==> src/rtl/dot_product_pkg.sv <==
// Shared types and arithmetic helpers for the dot-product compute stage.
// Define DOT_PRODUCT_PE_SATURATE_EN for saturating adds; otherwise adds wrap.
package dot_product_pkg;

  typedef enum logic [1:0] {
    IDLE,
    RUN,
    DRAIN,
    DONE
  } state_t;

  localparam int NUM_PIPELINE_STAGES = 4;

  // Operands must already fit in w bits; the result is valid in its low w bits.
  function automatic logic [31:0] add_w(
    input logic [31:0] a,
    input logic [31:0] b,
    input int unsigned w
  );
`ifdef DOT_PRODUCT_PE_SATURATE_EN
    logic [32:0] s;
    logic [32:0] lim;
    s   = {1'b0, a} + {1'b0, b};
    lim = (33'd1 << w) - 33'd1;
    if (s > lim) s = lim;
    return s[31:0];
`else
    return (a + b) & ((32'd1 << w) - 32'd1);
`endif
  endfunction

endpackage

==> src/rtl/dot_product_pe_if.sv <==
// Beat bus between the SRAM read ports, the compute stage and the
// output SRAM write port.
interface dot_product_pe_if #(
  parameter int Para_Deg       = 1,
  parameter int Data_Width_In  = 8,
  parameter int Data_Width_Out = 16
);

  logic                                In_valid;
  logic                                Load_old_output;
  logic [Para_Deg*Data_Width_In-1:0]   A_data;
  logic [Para_Deg*Data_Width_In-1:0]   B_data;
  logic [Para_Deg*Data_Width_Out-1:0]  Old_data;
  logic                                Out_valid;
  logic [Para_Deg*Data_Width_Out-1:0]  Out_data;

  modport master (
    output In_valid,
    output Load_old_output,
    output A_data,
    output B_data,
    output Old_data,
    input  Out_valid,
    input  Out_data
  );

  modport slave (
    input  In_valid,
    input  Load_old_output,
    input  A_data,
    input  B_data,
    input  Old_data,
    output Out_valid,
    output Out_data
  );

endinterface

==> src/rtl/dot_product_lane.sv <==
// One lane of the S1-S4 datapath: register operands, multiply, add old,
// register result. Valids live in the parent.
module dot_product_lane
  import dot_product_pkg::*;
#(
  parameter int Data_Width_In  = 8,
  parameter int Data_Width_Out = 16
) (
  input  logic                      clk,
  input  logic                      rst_n,
  input  logic                      i_en,
  input  logic                      i_ld4,
  input  logic [Data_Width_In-1:0]  i_a,
  input  logic [Data_Width_In-1:0]  i_b,
  input  logic [Data_Width_Out-1:0] i_old,
  output logic [Data_Width_Out-1:0] o_prod,
  output logic [Data_Width_Out-1:0] o_out
);

  logic [Data_Width_In-1:0]  r_a;
  logic [Data_Width_In-1:0]  r_b;
  logic [Data_Width_Out-1:0] r_old1;
  logic [Data_Width_Out-1:0] r_prod;
  logic [Data_Width_Out-1:0] r_old2;
  logic [Data_Width_Out-1:0] r_sum;
  logic [Data_Width_Out-1:0] r_out;

  always_ff @(posedge clk or negedge rst_n) begin
    if (!rst_n) begin
      r_a    <= '0;
      r_b    <= '0;
      r_old1 <= '0;
      r_prod <= '0;
      r_old2 <= '0;
      r_sum  <= '0;
    end else if (i_en) begin
      r_a    <= i_a;
      r_b    <= i_b;
      r_old1 <= i_old;
      r_prod <= Data_Width_Out'(r_a)
              * Data_Width_Out'(r_b);
      r_old2 <= r_old1;
      r_sum  <= Data_Width_Out'(add_w(
                  32'(r_prod),
                  32'(r_old2),
                  Data_Width_Out));
    end
  end

  // Output word only moves when a valid beat lands, so it holds in IDLE.
  always_ff @(posedge clk or negedge rst_n) begin
    if (!rst_n) r_out <= '0;
    else if (i_ld4) r_out <= r_sum;
  end

  assign o_prod = r_prod;
  assign o_out  = r_out;

endmodule

==> src/rtl/dot_product_pe.sv <==
// Dot-product compute stage: Para_Deg lanes, beat sum, frame accumulator,
// step counter and frame FSM. Option: DOT_PRODUCT_PE_SATURATE_EN.
module dot_product_pe
  import dot_product_pkg::*;
#(
  parameter int Para_Deg             = 1,
  parameter int Data_Width_In        = 8,
  parameter int Data_Width_Out       = 16,
  parameter int Nums_Data_in_bits    = 4,
  parameter int Nums_Data            = 1 << Nums_Data_in_bits,
  parameter int Nums_Pipeline_Stages = 4
) (
  input  logic                        clk,
  input  logic                        reset_n,
  input  logic                        Start,
  input  logic                        Stall,
  dot_product_pe_if.slave             bus,
  output logic [Data_Width_Out-1:0]   Dot_result,
  output logic [Nums_Data_in_bits:0]  Step_count,
  output logic                        Busy,
  output logic                        Done
);

  localparam int DWI = Data_Width_In;
  localparam int DWO = Data_Width_Out;
  localparam int SW  = Nums_Data_in_bits + 1;

  if (Nums_Pipeline_Stages != NUM_PIPELINE_STAGES) begin : g_bad_stages
    $error("dot_product_pe: Nums_Pipeline_Stages must be 4");
  end
  if ((Nums_Data % Para_Deg) != 0) begin : g_bad_frame
    $error("dot_product_pe: Nums_Data must be a multiple of Para_Deg");
  end

  state_t r_state;
  state_t w_next;

  logic             r_v1;
  logic             r_v2;
  logic             r_v3;
  logic             r_v4;
  logic [DWO-1:0]   r_beat_sum;
  logic [DWO-1:0]   r_dot;
  logic [SW-1:0]    r_step;

  logic                  w_en;
  logic                  w_ld4;
  logic                  w_accept;
  logic                  w_last;
  logic [SW-1:0]         w_step_nxt;
  logic [DWO-1:0]        w_lane_sum;
  logic [Para_Deg*DWO-1:0] w_old;
  logic [Para_Deg*DWO-1:0] w_out;
  logic [DWO-1:0]        w_prod [Para_Deg];

  assign w_en       = ~Stall;
  assign w_ld4      = ~Stall & ~Start & r_v3;
  assign w_accept   = bus.In_valid & ~Stall & ~Start
                    & (r_state == RUN);
  assign w_step_nxt = r_step + SW'(Para_Deg);
  assign w_last     = (w_step_nxt == SW'(Nums_Data));
  assign w_old      = bus.Load_old_output
                    ? bus.Old_data : '0;

  for (genvar l = 0; l < Para_Deg; l++) begin : g_lane
    dot_product_lane #(
      .Data_Width_In  (DWI),
      .Data_Width_Out (DWO)
    ) u_lane (
      .clk    (clk),
      .rst_n  (reset_n),
      .i_en   (w_en),
      .i_ld4  (w_ld4),
      .i_a    (bus.A_data[l*DWI +: DWI]),
      .i_b    (bus.B_data[l*DWI +: DWI]),
      .i_old  (w_old[l*DWO +: DWO]),
      .o_prod (w_prod[l]),
      .o_out  (w_out[l*DWO +: DWO])
    );
  end

  always_comb begin
    w_lane_sum = '0;
    for (int l = 0; l < Para_Deg; l++) begin
      w_lane_sum = DWO'(add_w(32'(w_lane_sum),
                              32'(w_prod[l]), DWO));
    end
  end

  // Start flushes valids even while stalled.
  always_ff @(posedge clk or negedge reset_n) begin
    if (!reset_n) begin
      r_v1 <= 1'b0;
      r_v2 <= 1'b0;
      r_v3 <= 1'b0;
      r_v4 <= 1'b0;
    end else if (Start) begin
      r_v1 <= 1'b0;
      r_v2 <= 1'b0;
      r_v3 <= 1'b0;
      r_v4 <= 1'b0;
    end else if (!Stall) begin
      r_v1 <= w_accept;
      r_v2 <= r_v1;
      r_v3 <= r_v2;
      r_v4 <= r_v3;
    end
  end

  always_ff @(posedge clk or negedge reset_n) begin
    if (!reset_n) begin
      r_beat_sum <= '0;
      r_dot      <= '0;
      r_step     <= '0;
    end else if (Start) begin
      r_dot      <= '0;
      r_step     <= '0;
    end else if (!Stall) begin
      r_beat_sum <= w_lane_sum;
      if (r_v3) begin
        r_dot <= DWO'(add_w(32'(r_dot),
                            32'(r_beat_sum), DWO));
      end
      if (w_accept) r_step <= w_step_nxt;
    end
  end

  always_ff @(posedge clk or negedge reset_n) begin
    if (!reset_n) r_state <= IDLE;
    else          r_state <= w_next;
  end

  // In DRAIN the youngest beat is the frame's last one.
  always_comb begin
    w_next = r_state;
    if (Start) begin
      w_next = RUN;
    end else if (!Stall) begin
      unique case (r_state)
        IDLE:  w_next = IDLE;
        RUN:   if (w_accept && w_last) w_next = DRAIN;
        DRAIN: if (r_v3 && !r_v2 && !r_v1) w_next = DONE;
        DONE:  w_next = IDLE;
        default: w_next = IDLE;
      endcase
    end
  end

  assign bus.Out_valid = r_v4;
  assign bus.Out_data  = w_out;
  assign Dot_result    = r_dot;
  assign Step_count    = r_step;
  assign Busy          = (r_state != IDLE);
  assign Done          = (r_state == DONE) & ~Stall;

endmodule
==> src/flat_wrapper.sv <==
// flat-port wrapper written by rule: the top's interface ports become plain ports
module dot_product_pe_flat import dot_product_pkg::*;
#(
  parameter int Para_Deg             = 1,
  parameter int Data_Width_In        = 8,
  parameter int Data_Width_Out       = 16,
  parameter int Nums_Data_in_bits    = 4,
  parameter int Nums_Data            = 1 << Nums_Data_in_bits,
  parameter int Nums_Pipeline_Stages = 4
)
  (clk, reset_n, Start, Stall, Dot_result, Step_count, Busy, Done, bus_In_valid, bus_Load_old_output, bus_A_data, bus_B_data, bus_Old_data, bus_Out_valid, bus_Out_data);
  dot_product_pe_if #(.Para_Deg(Para_Deg), .Data_Width_In(Data_Width_In), .Data_Width_Out(Data_Width_Out)) bus_i ();
  input  logic clk;
  input  logic reset_n;
  input  logic Start;
  input  logic Stall;
  output logic [Data_Width_Out-1:0] Dot_result;
  output logic [Nums_Data_in_bits:0] Step_count;
  output logic Busy;
  output logic Done;
  input wire logic [$bits(bus_i.In_valid)-1:0] bus_In_valid;
  input wire logic [$bits(bus_i.Load_old_output)-1:0] bus_Load_old_output;
  input wire logic [$bits(bus_i.A_data)-1:0] bus_A_data;
  input wire logic [$bits(bus_i.B_data)-1:0] bus_B_data;
  input wire logic [$bits(bus_i.Old_data)-1:0] bus_Old_data;
  output wire logic [$bits(bus_i.Out_valid)-1:0] bus_Out_valid;
  output wire logic [$bits(bus_i.Out_data)-1:0] bus_Out_data;
  assign bus_i.In_valid = bus_In_valid;
  assign bus_i.Load_old_output = bus_Load_old_output;
  assign bus_i.A_data = bus_A_data;
  assign bus_i.B_data = bus_B_data;
  assign bus_i.Old_data = bus_Old_data;
  assign bus_Out_valid = bus_i.Out_valid;
  assign bus_Out_data = bus_i.Out_data;
  dot_product_pe #(.Para_Deg(Para_Deg), .Data_Width_In(Data_Width_In), .Data_Width_Out(Data_Width_Out), .Nums_Data_in_bits(Nums_Data_in_bits), .Nums_Data(Nums_Data), .Nums_Pipeline_Stages(Nums_Pipeline_Stages)) u_core (.clk(clk), .reset_n(reset_n), .Start(Start), .Stall(Stall), .bus(bus_i), .Dot_result(Dot_result), .Step_count(Step_count), .Busy(Busy), .Done(Done));
endmodule
==> config.mk <==
export PLATFORM = sky130hd
export DESIGN_NAME = dot_product_pe_flat
export DESIGN_NICKNAME = d
export VERILOG_FILES = /design/src/rtl/dot_product_pkg.sv /design/src/rtl/dot_product_pe_if.sv /design/src/rtl/dot_product_lane.sv /design/src/rtl/dot_product_pe.sv /design/src/flat_wrapper.sv
export SDC_FILE = /design/constraint.sdc
export NUM_CORES = 1
export LEC_CHECK = 0
export ABC_AREA = 1
export BUFFER_PORTS_ARGS = -buffer_cell sky130_fd_sc_hd__buf_2
export CAP_MARGIN = 5
export CORE_MARGIN = 3
export CORE_UTILIZATION = 30
export DETAILED_ROUTE_END_ITERATION = 12
export PLACE_DENSITY = 0.42
export SLEW_MARGIN = 20
export SYNTH_ARGS = -nofsm -noshare
export SYNTH_HDL_FRONTEND = slang
export SYNTH_SLANG_ARGS = --single-unit
==> constraint.sdc <==
create_clock -name clk -period 5.4 [get_ports clk]
set_input_delay 0.81 -clock clk [delete_from_list [all_inputs] [get_ports clk]]
set_output_delay 0.81 -clock clk [all_outputs]
set_load 0.02 [all_outputs]
=== Word-level counts from Yosys, hierarchy flattened ===
Cells that the tools add are included.

* Word-level logic and storage cells: 68
* Flip-flop bits (word level): 139
* Bits of input ports: 38
* Output and inout port bits: 40

* Add/sub/neg operators: 3
* Equal/unequal tests: 7
* Muxes and demuxes: 20
* Multipliers: 1
* Bitwise gates (word level): 8
* Reduce and logical (&&, ||, !) cells: 14

{| class="wikitable"
|+ Operators by type and width
! cell !! number
|-
| $mux 16 || 4
|-
| $add 16x16->16 || 2
|-
| $mul 8x8->16 || 1
|-
| $mux 5 || 3
|-
| $mux 1 || 8
|-
| $mux 2 || 4
|-
| $and 1x1->1 || 6
|-
| $pmux 2 s3 || 1
|-
| $reduce_and 2->1 || 3
|-
| $reduce_bool 2->1 || 3
|-
| $add 5x1->5 const B || 1
|-
| $eq 5x5->1 const B || 1
|-
| $eq 2x2->1 const B || 2
|-
| $logic_and 1x1->1 || 3
|-
| $ne 3x2->1 const B || 1
|-
| $ne 3x3->1 const B || 1
|-
| $reduce_and 3->1 || 1
|-
| $eq 2x1->1 const B || 1
|-
| $logic_not 1->1 || 2
|-
| $logic_not 2->1 || 1
|-
| $ne 2x2->1 const B || 1
|-
| $not 1->1 || 2
|-
| $reduce_or 2->1 || 1
|}

=== Longest topological paths before layout ===
* Word-level depth: 9
* Mapped depth: 21
* Depth with buffers taken out: 20

=== By module ===
A second synthesis with hierarchy kept.

* Cell total of the unflattened synthesis: 1332
* Area total of the unflattened synthesis: 9769.4 um2

{| class="wikitable"
|+ Modules (own cells, without submodules)
! module !! instances !! area an instance (um2) !! cells each !! seq. area each (um2)
|-
| dot_product_lane || 1 || 6789.0 || 894 || 2402.3
|-
| dot_product_pe || 1 || 2980.4 || 438 || 1076.0
|}

=== Worst setup path before layout ===
OpenSTA, ideal clock, no wires.

* Path kind: register to register
* From: reg u_core.g_lane[0].u_lane.r_b[7]
* To: reg u_core.g_lane[0].u_lane.r_prod[10]
* Period minus slack after synthesis: 3.789 ns
* Arrival time: 3.724 ns
* Path slack: 1.611 ns
* Setup time: 0.066 ns
* Stages on the path, launching flop included: 17
* Required time: 5.334 ns
* Path buffers: 1
* Cells stage by stage: dfrtp_1 > clkbuf_1 > nand2_1 > inv_1 > fa_1 > fa_1 > fa_1 > inv_1 > fa_1 > inv_1 > ha_1 > a21oi_1 > nand2_1 > a21oi_1 > xnor2_1 > nand2_1 > nand2_1

* Cells in the longest elaborated chain, start to end: 1

{| class="wikitable"
|+ Ends and longest elaborated chain
! item !! RTL line !! RTL
|-
| start, declared || dot_product_lane.sv:21 || <nowiki>logic [Data_Width_In-1:0] r_b;</nowiki>
|-
| start signal, assigned || dot_product_lane.sv:38 || <nowiki>r_b <= i_b;</nowiki>
|-
| $mul 8x8->16 || dot_product_lane.sv:41 || <nowiki>* Data_Width_Out'(r_b);</nowiki>
|-
| end signal, assigned || dot_product_lane.sv:40 || <nowiki>r_prod <= Data_Width_Out'(r_a)</nowiki>
|-
| end, declared || dot_product_lane.sv:23 || <nowiki>logic [Data_Width_Out-1:0] r_prod;</nowiki>
|}

Every way passes these cells.
A chain may end at the register's enable or synchronous reset.

=== Worst setup path in the final report ===
* From: reg u_core.g_lane[0].u_lane.r_b[7]
* To: reg u_core.g_lane[0].u_lane.r_prod[11]

Same word-level chain as after synthesis.

==> flow_summary.json <==
{
  "synth-compound-area-share": 0.0649,
  "grt_usage": 0.154,
  "async_reset_ff_frac": 1.00,
  "layout-drive-gt1-share": 0.0938,
  "die_h_um": 184,
  "power.leakage_nw": 6.47,
  "cts_sinks": 139,
  "tritoncts": "done",
  "gr-total-overflow": 0,
  "finish.net_count": 1499,
  "routed_wl_mm": 24.6,
  "grt_pass1_vias": 7815,
  "status": "completed",
  "synth_simple_gate_area_frac": 0.271,
  "synth.most_common_cell": "nand2_1",
  "grt_pass1_wl_mm": 41.2,
  "finalSetupViolations": 0,
  "holdBufCountCts": 0,
  "max_slew_margin": 0.420,
  "die-area_um2": 33900,
  "final_hold_viol_count": 0,
  "dp_hpwl_mm": 18.9,
  "antenna_found_initial": 0,
  "ant_nets": 0,
  "cts_resized": 0,
  "initialDrtViolationCount": 407,
  "cp-end-kind": "register",
  "setup_tns_ns": 0,
  "post-route-cell-area_um2": 10900,
  "synthXorXnorAreaFrac": 0.00553,
  "synth_top_family_by_area": "simple AND/OR/NAND/NOR gates",
  "drc": 0,
  "skew_ns": 0.0122,
  "yosys.area_share.adder": 0.175,
  "worstMarginPinSlew_ns": 0.870,
  "areaGrowthSynthToFinish_pct": 14.6,
  "crit_required_ns": 5.67,
  "synth_largest_area_cell": "dfrtp_1",
  "port_buffers": 77,
  "synth_area_leaders": "dfrtp_1 37%, nand2_1 19%, inv_1 9.6%, ha_1 9.5%, fa_1 8.0%",
  "yosys-top-cells-count": "484 x nand2_1, 242 x inv_1, 139 x dfrtp_1",
  "crit_arrival_ns": 4.26,
  "start_kind": "register",
  "power_density_nw_per_um2": 376,
  "numCtsBuffers": 17,
  "fillers": 3363,
  "syn-instance-count": 1296,
  "cts_max_path_buffers": 2,
  "place_area_um2": 10200,
  "rsz0062_at_grt": "no",
  "die_w_um": 184,
  "ys_types": 33,
  "drt-pass1-iter-count": 5,
  "ys.flop_type": "dfrtp_1",
  "synth_seq_cells": 139,
  "fp-row-count": 64,
  "start_util": 0.308,
  "cap_viol_max_count": 0,
  "synth_area_um2": 9510,
  "root_buffer": "clkbuf_16",
  "synth.area.mux_share": 0,
  "slew_violations": 0,
  "wl_per_cell_um": 14.0,
  "synth-seq-area-share": 0.366,
  "period_share": 0.740,
  "yosysWarnings": 0,
  "clkLatencyLatePin_ns": 0.43,
  "grt_start_max_net_pins": 84,
  "htree_num_levels": 4,
  "whs_ns": 0.362,
  "route.vias.total": 7738,
  "synth-edff-count": 0,
  "synth_fp_nets": 1444,
  "max_freq_mhz": 250,
  "crit_fanout": 9,
  "hp-class": "in2async",
  "antennaDiodeCount": 0,
  "worstSetupPathType": "reg2reg",
  "pin_count": 78,
  "path_clk_slew_ns": 0.07,
  "peakVddDrop_mv": 0.234,
  "coreArea_um2": 30900,
  "vias_per_cell": 4.40,
  "fin_total_pwr_mw": 4.10,
  "period_needed_ns": 4.00,
  "gp_congestion": 0.855,
  "yosysTopAreaCellShare": 0.366,
  "synth.avg_cell_area_um2": 7.34,
  "cts_setup_buffers": 0
}
==> cell families after synthesis <==
family                   count (synthesis)
flip-flops                             139
adder cells (fa/ha/maj)                110
XOR/XNOR                                 6
AO/OA/AOI/OAI                          119
AND/OR/NAND/NOR                        632
buffers and inverters                  290
==> cell usage in the layout, fill, tap and decap left out, types with 2 or more instances in the layout <==
master / count
o22ai_1: 4
o21ai_0: 71
nand2_1: 484
fa_1: 38
nand4_1: 9
nand3_1: 82
inv_2: 2
dfrtp_1: 139
buf_4: 4
o21ai_1: 6
inv_1: 242
a22o_1: 3
nand2_2: 3
or2_2: 5
inv_6: 6
bufinv_16: 5
nor2_1: 36
nand3b_1: 2
nor3_1: 5
clkbuf_16: 17
buf_2: 76
a21oi_1: 33
xnor2_1: 5
ha_1: 72
==> sequential cells by signal (all words and copies together) (netlist names) <==
signal / flops
u_core.Dot_result: 16
u_core.Step_count: 5
u_core.bus.Out_valid: 1
u_core.g_lane.u_lane.o_out: 16
u_core.g_lane.u_lane.o_prod: 16
u_core.g_lane.u_lane.r_a: 8
u_core.g_lane.u_lane.r_b: 8
u_core.g_lane.u_lane.r_old1: 16
u_core.g_lane.u_lane.r_old2: 16
u_core.g_lane.u_lane.r_sum: 16
u_core.r_beat_sum: 16
u_core.r_state: 2
u_core.r_v1: 1
u_core.r_v2: 1
u_core.r_v3: 1
==> final timing paths <==
path                                              startpoint  slack (ns)  cells past startpoint                                  to
max reg2reg                   u_core.g_lane[0].u_lane.r_b[7]        1.40                     17  u_core.g_lane[0].u_lane.o_prod[11]
min                                                  reset_n        0.36                      1                u_core.Dot_result[4]
min in group clk           u_core.g_lane[0].u_lane.o_out[11]        0.47                      2   u_core.g_lane[0].u_lane.o_out[11]
max in group asynchronous                            reset_n        3.97                      2   u_core.g_lane[0].u_lane.r_sum[12]
min reg2reg                u_core.g_lane[0].u_lane.o_out[11]        0.47                      2   u_core.g_lane[0].u_lane.o_out[11]
max                           u_core.g_lane[0].u_lane.r_b[7]        1.40                     17  u_core.g_lane[0].u_lane.o_prod[11]
==> layer usage <==
metal	vias up	GRT usage	share of wire
met3	13	0.0257	0.029
met4	0	0.0342	0.010
met1	3554	0.224	0.53
met5	-	0	0
li1	4065	-	-
met2	106	0.241	0.43
==> through the flow <==
| stage | setup slack, ns | std cells | utilization |
|---|---|---|---|
| final | 1.40 | 1760 | 0.352 |
| after global routing | 1.11 | 1760 | 0.352 |
| after CTS | 1.38 | 1760 | 0.352 |
| after detailed placement | 1.40 | 1728 | 0.331 |
| after global placement | 1.43 | 1728 | 0.331 |
| after floorplan | 1.61 | 1296 | - |
==> power by group <==
group / total, mW / internal, mW / switching, mW
Combinational: 1.35 / 0.490 / 0.860
Sequential: 1.39 / 1.22 / 0.166
Clock: 1.36 / 0.845 / 0.511
Total: 4.10 / 2.56 / 1.54
==> area by class of cell <==
type	instances	area, um2	share of cell area
multi-input combinational	867	4910	0.451
sequential	139	3480	0.319
inverter	245	922	0.0847
clock buffer	18	439	0.0403
tap	396	495	0.0455
clock inverter	14	226	0.0208
timing repair buffer	81	422	0.0387
==> worst max-delay path, stage by stage (launching register included) <==
cell	delay [ns]
dfrtp_1	0.49
nand2_1	0.11
inv_1	0.06
fa_1	0.50
fa_1	0.52
fa_1	0.55
inv_1	0.06
fa_1	0.52
inv_1	0.04
ha_1	0.35
nand2_1	0.13
inv_1	0.05
nand2_1	0.06
nand2_1	0.06
inv_1	0.07
nand2_1	0.06
xnor2_1	0.14
o21ai_1	0.08
Note: power is estimated with default switching activity, not from simulation.
